==> config.mk <==
export PLATFORM = sky130hd
export DESIGN_NAME = osd_dem_uart_fifo_flat
export DESIGN_NICKNAME = d
export VERILOG_FILES = /design/src/rtl/osd_dem_uart_fifo_if.sv /design/src/rtl/osd_dem_uart_fifo.sv /design/src/flat_wrapper.sv
export SDC_FILE = /design/constraint.sdc
export NUM_CORES = 1
export LEC_CHECK = 0
export CORE_MARGIN = 8
export CORE_UTILIZATION = 46
export CTS_CLUSTER_DIAMETER = 40
export DETAILED_ROUTE_END_ITERATION = 10
export PLACE_DENSITY = 0.68
export SLEW_MARGIN = 10
export SYNTH_ARGS = -nofsm -noshare
export SYNTH_HDL_FRONTEND = slang
export SYNTH_SLANG_ARGS = --single-unit
==> constraint.sdc <==
create_clock -name clk -period 3.4 [get_ports clk]
set_input_delay 0.51 -clock clk [delete_from_list [all_inputs] [get_ports clk]]
set_output_delay 0.51 -clock clk [all_outputs]
set_load 0.03 [all_outputs]
==> src/rtl/osd_dem_uart_fifo_if.sv <==
// osd_dem_uart_fifo_if
//   Bundles every stream, control and status signal of osd_dem_uart_fifo.
//   Host TX stream : tx_data, tx_valid, tx_ready, tx_flush
//   Host RX stream : rx_data, rx_valid, rx_ready
//   DEM out stream : out_char, out_valid, out_ready
//   DEM in stream  : in_char, in_valid, in_ready
//   DEM status     : drop
//   Status outputs : tx_level, rx_level, drop_count
//   The slave modport is the FIFO's view. The master modport is the view of
//   whatever drives the host and DEM sides.
interface osd_dem_uart_fifo_if #(
  parameter int TX_DEPTH = 16,
  parameter int RX_DEPTH = 16
);
  logic [7:0]                  tx_data;
  logic                        tx_valid;
  logic                        tx_ready;
  logic                        tx_flush;
  logic [7:0]                  rx_data;
  logic                        rx_valid;
  logic                        rx_ready;
  logic [7:0]                  out_char;
  logic                        out_valid;
  logic                        out_ready;
  logic [7:0]                  in_char;
  logic                        in_valid;
  logic                        in_ready;
  logic                        drop;
  logic [$clog2(TX_DEPTH):0]   tx_level;
  logic [$clog2(RX_DEPTH):0]   rx_level;
  logic [15:0]                 drop_count;

  modport slave (
    input  tx_data, tx_valid, tx_flush, rx_ready, out_ready,
    input  in_char, in_valid, drop,
    output tx_ready, rx_data, rx_valid, out_char, out_valid, in_ready,
    output tx_level, rx_level, drop_count
  );

  modport master (
    output tx_data, tx_valid, tx_flush, rx_ready, out_ready,
    output in_char, in_valid, drop,
    input  tx_ready, rx_data, rx_valid, out_char, out_valid, in_ready,
    input  tx_level, rx_level, drop_count
  );
endinterface

==> src/rtl/osd_dem_uart_fifo.sv <==
// osd_dem_uart_fifo
//   Character buffer between the device-side UART and osd_dem_uart. A TX FIFO
//   carries host bytes towards the DEM, an RX FIFO carries DEM bytes back to
//   the host. While the DEM signals drop, TX head bytes are either discarded
//   (and counted) or held, depending on DISCARD_ON_DROP.
//   Ports:
//     clk   : single clock
//     rst_n : asynchronous active-low reset, clears pointers/levels/counter
//     bus   : osd_dem_uart_fifo_if slave modport (host + DEM streams, status)
module osd_dem_uart_fifo #(
  parameter int TX_DEPTH        = 16,
  parameter int RX_DEPTH        = 16,
  parameter bit DISCARD_ON_DROP = 1'b1
) (
  input logic                clk,
  input logic                rst_n,
  osd_dem_uart_fifo_if.slave bus
);
  localparam int TX_AW = $clog2(TX_DEPTH);
  localparam int TX_LW = TX_AW + 1;
  localparam int RX_AW = $clog2(RX_DEPTH);
  localparam int RX_LW = RX_AW + 1;

  logic [7:0]       txMem [TX_DEPTH];
  logic [TX_AW-1:0] txWrPtr_q, txWrPtr_d;
  logic [TX_AW-1:0] txRdPtr_q, txRdPtr_d;
  logic [TX_LW-1:0] txLevel_q, txLevel_d;
  logic [15:0]      dropCount_q, dropCount_d;
  logic             txEmpty, txFull, txPush, txPop, txDiscard, txAdvance;

  logic [7:0]       rxMem [RX_DEPTH];
  logic [RX_AW-1:0] rxWrPtr_q, rxWrPtr_d;
  logic [RX_AW-1:0] rxRdPtr_q, rxRdPtr_d;
  logic [RX_LW-1:0] rxLevel_q, rxLevel_d;
  logic             rxEmpty, rxFull, rxPush, rxPop;

  // TX next state. Full is judged from the registered level only, so a push
  // at full is refused even when the head leaves in the same cycle. A flush
  // snaps the read pointer onto the write pointer and swallows any push; a
  // discard happening in the flush cycle is not counted since the flush
  // empties the FIFO anyway.
  always_comb begin
    txEmpty     = (txLevel_q == '0);
    txFull      = (txLevel_q == TX_LW'(TX_DEPTH));
    txPush      = bus.tx_valid & ~txFull & ~bus.tx_flush;
    txPop       = ~txEmpty & ~bus.drop & bus.out_ready;
    txDiscard   = DISCARD_ON_DROP & bus.drop & ~txEmpty;
    txAdvance   = txPop | txDiscard;
    txWrPtr_d   = txWrPtr_q;
    txRdPtr_d   = txRdPtr_q;
    txLevel_d   = txLevel_q;
    dropCount_d = dropCount_q;
    if (bus.tx_flush) begin
      txRdPtr_d = txWrPtr_q;
      txLevel_d = '0;
    end else begin
      if (txPush) txWrPtr_d = txWrPtr_q + TX_AW'(1);
      if (txAdvance) txRdPtr_d = txRdPtr_q + TX_AW'(1);
      txLevel_d = txLevel_q + TX_LW'(txPush) - TX_LW'(txAdvance);
      if (txDiscard && (dropCount_q != 16'hFFFF)) dropCount_d = dropCount_q + 16'd1;
    end
  end

  // RX next state; same full/empty rule as TX, no flush and no drop handling.
  always_comb begin
    rxEmpty   = (rxLevel_q == '0);
    rxFull    = (rxLevel_q == RX_LW'(RX_DEPTH));
    rxPush    = bus.in_valid & ~rxFull;
    rxPop     = ~rxEmpty & bus.rx_ready;
    rxWrPtr_d = rxPush ? rxWrPtr_q + RX_AW'(1) : rxWrPtr_q;
    rxRdPtr_d = rxPop ? rxRdPtr_q + RX_AW'(1) : rxRdPtr_q;
    rxLevel_d = rxLevel_q + RX_LW'(rxPush) - RX_LW'(rxPop);
  end

  // Pointer, level and counter registers.
  always_ff @(posedge clk or negedge rst_n) begin
    if (!rst_n) begin
      txWrPtr_q   <= '0;
      txRdPtr_q   <= '0;
      txLevel_q   <= '0;
      dropCount_q <= '0;
      rxWrPtr_q   <= '0;
      rxRdPtr_q   <= '0;
      rxLevel_q   <= '0;
    end else begin
      txWrPtr_q   <= txWrPtr_d;
      txRdPtr_q   <= txRdPtr_d;
      txLevel_q   <= txLevel_d;
      dropCount_q <= dropCount_d;
      rxWrPtr_q   <= rxWrPtr_d;
      rxRdPtr_q   <= rxRdPtr_d;
      rxLevel_q   <= rxLevel_d;
    end
  end

  // Storage arrays carry no reset; stale contents are unreachable once the
  // levels are cleared.
  always_ff @(posedge clk) begin
    if (txPush) txMem[txWrPtr_q] <= bus.tx_data;
    if (rxPush) rxMem[rxWrPtr_q] <= bus.in_char;
  end

  assign bus.tx_ready   = ~txFull;
  assign bus.out_valid  = ~txEmpty & ~bus.drop;
  assign bus.out_char   = txMem[txRdPtr_q];
  assign bus.tx_level   = txLevel_q;
  assign bus.drop_count = dropCount_q;
  assign bus.in_ready   = ~rxFull;
  assign bus.rx_valid   = ~rxEmpty;
  assign bus.rx_data    = rxMem[rxRdPtr_q];
  assign bus.rx_level   = rxLevel_q;
endmodule

==> src/flat_wrapper.sv <==
// flat-port wrapper written by rule: the top's interface ports become plain ports
module osd_dem_uart_fifo_flat 
#(
  parameter int TX_DEPTH        = 16,
  parameter int RX_DEPTH        = 16,
  parameter bit DISCARD_ON_DROP = 1'b1
)
  (clk, rst_n, bus_tx_data, bus_tx_valid, bus_tx_flush, bus_rx_ready, bus_out_ready, bus_in_char, bus_in_valid, bus_drop, bus_tx_ready, bus_rx_data, bus_rx_valid, bus_out_char, bus_out_valid, bus_in_ready, bus_tx_level, bus_rx_level, bus_drop_count);
  osd_dem_uart_fifo_if #(.TX_DEPTH(TX_DEPTH), .RX_DEPTH(RX_DEPTH)) bus_i ();
  input logic clk;
  input logic rst_n;
  input wire logic [$bits(bus_i.tx_data)-1:0] bus_tx_data;
  input wire logic [$bits(bus_i.tx_valid)-1:0] bus_tx_valid;
  input wire logic [$bits(bus_i.tx_flush)-1:0] bus_tx_flush;
  input wire logic [$bits(bus_i.rx_ready)-1:0] bus_rx_ready;
  input wire logic [$bits(bus_i.out_ready)-1:0] bus_out_ready;
  input wire logic [$bits(bus_i.in_char)-1:0] bus_in_char;
  input wire logic [$bits(bus_i.in_valid)-1:0] bus_in_valid;
  input wire logic [$bits(bus_i.drop)-1:0] bus_drop;
  output wire logic [$bits(bus_i.tx_ready)-1:0] bus_tx_ready;
  output wire logic [$bits(bus_i.rx_data)-1:0] bus_rx_data;
  output wire logic [$bits(bus_i.rx_valid)-1:0] bus_rx_valid;
  output wire logic [$bits(bus_i.out_char)-1:0] bus_out_char;
  output wire logic [$bits(bus_i.out_valid)-1:0] bus_out_valid;
  output wire logic [$bits(bus_i.in_ready)-1:0] bus_in_ready;
  output wire logic [$bits(bus_i.tx_level)-1:0] bus_tx_level;
  output wire logic [$bits(bus_i.rx_level)-1:0] bus_rx_level;
  output wire logic [$bits(bus_i.drop_count)-1:0] bus_drop_count;
  assign bus_i.tx_data = bus_tx_data;
  assign bus_i.tx_valid = bus_tx_valid;
  assign bus_i.tx_flush = bus_tx_flush;
  assign bus_i.rx_ready = bus_rx_ready;
  assign bus_i.out_ready = bus_out_ready;
  assign bus_i.in_char = bus_in_char;
  assign bus_i.in_valid = bus_in_valid;
  assign bus_i.drop = bus_drop;
  assign bus_tx_ready = bus_i.tx_ready;
  assign bus_rx_data = bus_i.rx_data;
  assign bus_rx_valid = bus_i.rx_valid;
  assign bus_out_char = bus_i.out_char;
  assign bus_out_valid = bus_i.out_valid;
  assign bus_in_ready = bus_i.in_ready;
  assign bus_tx_level = bus_i.tx_level;
  assign bus_rx_level = bus_i.rx_level;
  assign bus_drop_count = bus_i.drop_count;
  osd_dem_uart_fifo #(.TX_DEPTH(TX_DEPTH), .RX_DEPTH(RX_DEPTH), .DISCARD_ON_DROP(DISCARD_ON_DROP)) u_core (.clk(clk), .rst_n(rst_n), .bus(bus_i));
endmodule
---- After elaboration in Yosys (flattened, before gate mapping) ----
Memory sizes are Yosys's and may differ from the RTL's.
Index checks and enable logic that the tools add are counted.
operators by class
  reduce and logical (&&, ||, !) cells .... 6
  $add $sub $neg .......................... 9
  equal/unequal tests ..................... 3
  muxes and demuxes ....................... 7
  bitwise operators ....................... 14
operator list
  operator                                                         number
  16-bit by 1-bit adder with 16-bit output, second input constant  1
  4-bit by 1-bit adder with 4-bit output, second input constant    4
  16-bit inequality test, second input constant                    1
  5-bit by 1-bit adder with 5-bit output                           2
  5-bit == test, second input constant                             2
  5-bit zero test                                                  2
  5-bit by 1-bit subtractor with 5-bit output                      2
  4-bit 2-to-1 mux                                                 2
  1-bit bitwise AND                                                7
  1-bit NOT                                                        6
  5-bit 2-to-1 mux                                                 1
  1-bit 2-to-1 mux                                                 4
  2-bit AND reduction                                              2
  2-bit nonzero test                                               1
  1-bit logical AND                                                1
  1-bit bitwise OR                                                 1
storage, ports and cells
  word-level logic and storage cells ...... 48
  input port bits ......................... 24
  memories kept ........................... 2
  output and inout port bits .............. 46
  flip-flop bits (word level) ............. 42
  bits in writable memories ............... 256
memory list
  memory        depth  bits a word  read ports  clocked after Yosys merged registers in  write ports  line                     text
  u_core.rxMem  16     8            1           0                                        1            osd_dem_uart_fifo.sv:31  logic [7:0] rxMem [RX_DEPTH];
  u_core.txMem  16     8            1           0                                        1            osd_dem_uart_fifo.sv:24  logic [7:0] txMem [TX_DEPTH];

---- Depth between registers and ports, before layout ----
  word-level depth ........................ 7
  gate-level depth with buffers ........... 13
  mapped depth without buffers ............ 13

---- Worst setup path before layout ----
No wires, ideal clock.
  kind .................................... reg-to-reg
  start ................................... register u_core.rxLevel_q[3] (netlist: u_core.bus.rx_level[3])
  end ..................................... register u_core.rxLevel_q[4] (netlist: u_core.bus.rx_level[4])
  required time ........................... 3.277 ns
  cell stages (with the launch flop) ...... 14
  path slack .............................. 0.310 ns
  clock period less this slack ............ 3.090 ns
  path buffers ............................ 1
  setup time .............................. 0.123 ns
  arrival time ............................ 2.968 ns
  path through ............................ dfrtp_1 inv_1 ha_1 or4b_1 and2_1 clkbuf_1 ha_1 inv_1 ha_1 fa_1 a21oi_1 nor2_1 nor2_1 xnor2_1
between the ends
  elaborated cells between the ends (all ways) .. 8
  classes of those cells .................. add/sub: 2; eq/ne: 1; bitwise: 4; reduce/logical: 1
RTL lines
  item                                         line                     text
  start, declared                              osd_dem_uart_fifo.sv:34  logic [RX_LW-1:0] rxLevel_q, rxLevel_d;
  start signal, assigned                       osd_dem_uart_fifo.sv:92  rxLevel_q <= rxLevel_d;
  5-bit zero test                              osd_dem_uart_fifo.sv:66  rxEmpty = (rxLevel_q == '0);
  1-bit NOT                                    n/a
  via bus_rx_valid                             flat_wrapper.sv:22       output wire logic [$bits(bus_i.rx_valid)-1:0] bus_rx_valid;
  1-bit bitwise AND                            osd_dem_uart_fifo.sv:69  rxPop = ~rxEmpty & bus.rx_ready;
  via u_core.rxPop                             osd_dem_uart_fifo.sv:35  logic rxEmpty, rxFull, rxPush, rxPop;
  5-bit by 1-bit subtractor with 5-bit output  osd_dem_uart_fifo.sv:72  rxLevel_d = rxLevel_q + RX_LW'(rxPush) - RX_LW'(rxPop);
  via u_core.rxLevel_d[4]                      osd_dem_uart_fifo.sv:34
The timed path passes the listed nets, and every way through them passes these cells.
A chain may end at the register's enable or synchronous reset.

---- Final worst setup path ----
  start ................................... register u_core.txRdPtr_q[2]
  end ..................................... output port bus_out_char[1]
between the ends
  longest elaborated chain between the ends .. 1
RTL lines
  item                    line                     text
  start, declared         osd_dem_uart_fifo.sv:26  logic [TX_AW-1:0] txRdPtr_q, txRdPtr_d;
  start signal, assigned  osd_dem_uart_fifo.sv:87  txRdPtr_q <= txRdPtr_d;
  memory 16 x 8 bit       n/a
  end, declared           flat_wrapper.sv:23       output wire logic [$bits(bus_i.out_char)-1:0] bus_out_char;
No other way between the ends.

==> summary.md <==
| Metric | Value |
|---|---|
| Outcome | `finished with violations` |
| Failing checks | `negative setup slack` |
| Worst-Margin Slew | `1050 ps` |
| Nets | `838` |
| GRT Total Usage | `0.162` |
| Wire per inst | `22.8 um` |
| Reg2reg start | `u_core.bus.tx_level[2]` |
| DRC viols | `0` |
| Asr flop ratio synth | `0.141` |
| Root buf cell | `clkbuf_16` |
| Final wirelength | `26.4 mm` |
| Area leader, netlist | `edfxtp_1` |
| Setup ws final | `-21.5 ps` |
| Most common cell after layout, fill and taps aside | `edfxtp_1` |
| Met3 Use GR | `0.0310` |
| Starting Density | `0.462` |
| Number of port buffers | `69` |
| Clock skew after layout | `26.8 ps` |
| Final setup fails | `1` |
| Cell Pwr Density | `887 nW/um^2` |
| Post-synth cell types | `45` |
| CP Max Fanout | `17` |
| Setup crit start | `u_core.txRdPtr_q[2]` |
| Fin crit period | `3420 ps` |
| Worst-skew pair later-pin latency | `530 ps` |
| Post-CTS Setup Inserts | `0` |
| First-pass GRT wire length | `40.6 mm` |
| Antenna violations before repair | `0` |
| CTS tree | `yes` |
| Via density | `5.67` |
| Post-place setup slack | `67.3 ps` |
| # IOs | `70` |
| CTS clk-pin slew, worst paths | `60 ps` |
| Max Freq | `0.292 GHz` |
| Top_reg_cell synth | `edfxtp_1` |
| Syn avg cell area | `18.3 um^2` |
| Met2 Track Usage GR | `0.273` |
| Most Used Layer, Global Route | `met2` |
| Starting DRT DRC Count | `589` |
| Final Slew Violations | `0` |
| Number of synthesized flops with an enable pin | `256` |
| Final period util | `1.01` |
| Mapped Nets | `723` |
| Crit start category | `register` |
| HPWL after detailed placement | `17.1 mm` |
| Post-Synthesis Cells | `674` |
| Num Clock Sinks | `298` |
| Core Area | `26700 um^2` |
| CP endpoint kind | `output pin` |
| Relative slew slack | `0.303` |
| Synth top area cells | `edfxtp_1, dfrtp_1, mux4_1, mux4_2, mux2i_1` |
| Longest Clk Path Bufs | `3` |
| Die area | `32300 um^2` |
| Most frequent cells in the layout | `edfxtp_1, clkdlybuf4s50_1, dfrtp_1, clkbuf_16, buf_4` |
| Post-synth top area share | `0.624` |
| Sequential area share after synthesis | `0.710` |
| Antenna cells | `0` |
| RePlAce Congestion | `0.920` |
| Worst path arrival time | `2910 ps` |
| RSZ-0062 raised after global routing | `yes` |
| Endpoints failing hold | `0` |
| Post-synthesis cell area | `12300 um^2` |
| H-Tree Level Count | `2` |
| Die span in x | `180 um` |
| Cts bufs inserted | `37` |
| Std cell rows | `60` |
| Number of global-route vias before repair | `6810` |
| Tightest Hold Check Type | `in -> async` |
| Lkg Pwr | `5.34 nW` |
| Area grow syn2layout | `21.2%` |
| Max Cap Violations | `0` |
| Antenna-violating nets left | `0` |
| Die height | `180 um` |
| Fill cell count | `1959` |
| Worst hold slack | `168 ps` |
| Share of layout cells above drive strength 1 | `0.172` |
| Req. time, crit path | `2890 ps` |
| Via count | `6572` |
| Number of synthesized register bits | `298` |
| Crit Path Category | `reg -> out` |
| 1st-pass router iterations | `5` |
| Worst vdd ir | `0.711 mV` |
| Largest net degree at the start of global routing | `52` |
| Grt met1 use | `0.210` |
| Gr ovfl total | `0` |
| Yosys warning total | `0` |
==> cells in the mapped netlist, types with 2 or more instances <==
cell type  number
edfxtp_1      256
dfrtp_1        42
mux2i_1        34
nor2_1         33
nand2_1        32
mux4_1         30
mux4_2         26
ha_1           23
inv_1          21
xor2_1         17
a221oi_1       16
xnor2_1        15
o21ai_0        14
clkbuf_1       13
nor3_1         13
buf_2           9
a22oi_1         8
nand4_1         8
a21oi_1         5
and2_1          5
buf_1           5
nand3_1         5
nor2b_1         5
nand2b_1        4
nor4_1          4
buf_6           3
nor3b_1         3
a2111oi_0       2
a211oi_1        2
a21o_1          2
and4_1          2
fa_1            2
mux2_2          2
nor4b_1         2
==> sequential cells by signal, summed over array words and instances (netlist names) <==
signal,count
u_core.rxMem,128
u_core.txMem,128
u_core.txRdPtr_q,4
u_core.bus.rx_level,5
u_core.bus.tx_level,5
u_core.rxRdPtr_q,4
u_core.rxWrPtr_q,4
u_core.txWrPtr_q,4
u_core.bus.drop_count,16
==> stage by stage <==
stage                     setup TNS, ps  std cells   util  power [mW]  cell area, um^2
after floorplan                       0        674      -        7.71            12300
after global placement                0       1091  0.510        9.09            13600
after detailed placement              0       1091  0.510        9.22            13600
after CTS                             0       1159  0.559        13.3            14900
after global routing               -341       1159  0.560        13.8            14900
final                             -21.5       1159  0.560        13.2            14900
==> layout make-up <==
| type | instances | area, um^2 | area share |
|---|---|---|---|
| tap | 341 | 427 | 0.0286 |
| inverter | 22 | 82.6 | 0.00554 |
| sequential | 298 | 8740 | 0.586 |
| clock buffer | 42 | 945 | 0.0633 |
| multi-input combinational | 323 | 3360 | 0.225 |
| clock inverter | 26 | 373 | 0.0250 |
| timing repair buffer | 107 | 996 | 0.0668 |
==> where the power goes <==
| part | leakage [nW] | switching, mW | internal (mW) |
|---|---|---|---|
| registers | 2.83 | 0.382 | 4.41 |
| logic | 1.89 | 2.40 | 1.92 |
| clock network | 0.620 | 1.55 | 2.57 |
==> cell families (layout without fill, tap and decap cells) <==
| kind of cell | after synthesis | in the layout | synth area share |
|---|---|---|---|
| DFF | 298 | 298 | 0.710 |
| and+or+nand+nor | 122 | 122 | 0.0496 |
| muxes | 92 | 92 | 0.141 |
| buffers and inverters | 53 | 197 | 0.0198 |
| AOI/OAI and AO/OA | 52 | 52 | 0.0304 |
| xor gates and xnor gates | 32 | 32 | 0.0228 |
| adders and majority gates | 25 | 25 | 0.0266 |
==> worst max-delay path, cell delays in order, from the launching register on <==
cell and delay, ps:
dfrtp_1 410, buf_4 180, and2_1 350, a221oi_1 490, o21ai_0 160, nand2_1 110, clkdlybuf4s50_1 680
==> timing repair <==
item,in CTS,in global routing
resized for setup,7,4
endpoints found under the setup margin,14,6
gates cloned,0,0
hold buffers,0,0
endpoints found under the hold margin,0,0
==> per-layer routing <==
layer | up-vias | wire (um) | part of all wire
li1 | 2926 | - | -
met1 | 3347 | 11100 | 0.42
met2 | 249 | 13200 | 0.50
met3 | 50 | 1560 | 0.059
met4 | 0 | 614 | 0.023
met5 | - | 0 | 0
==> worst paths after layout <==
path,to,slack [ps],depth (start not counted)
setup / recovery,bus_out_char[1],-20,6
hold / removal,u_core.bus.tx_level[4],170,1
setup reg to reg,u_core.bus.tx_level[4],330,13
hold reg to reg,u_core.bus.drop_count[15],520,1
max in group asynchronous,u_core.txRdPtr_q[0],2500,1
min in group clk,u_core.bus.drop_count[15],520,1
No activity file was read; power rests on OpenSTA's default activity.
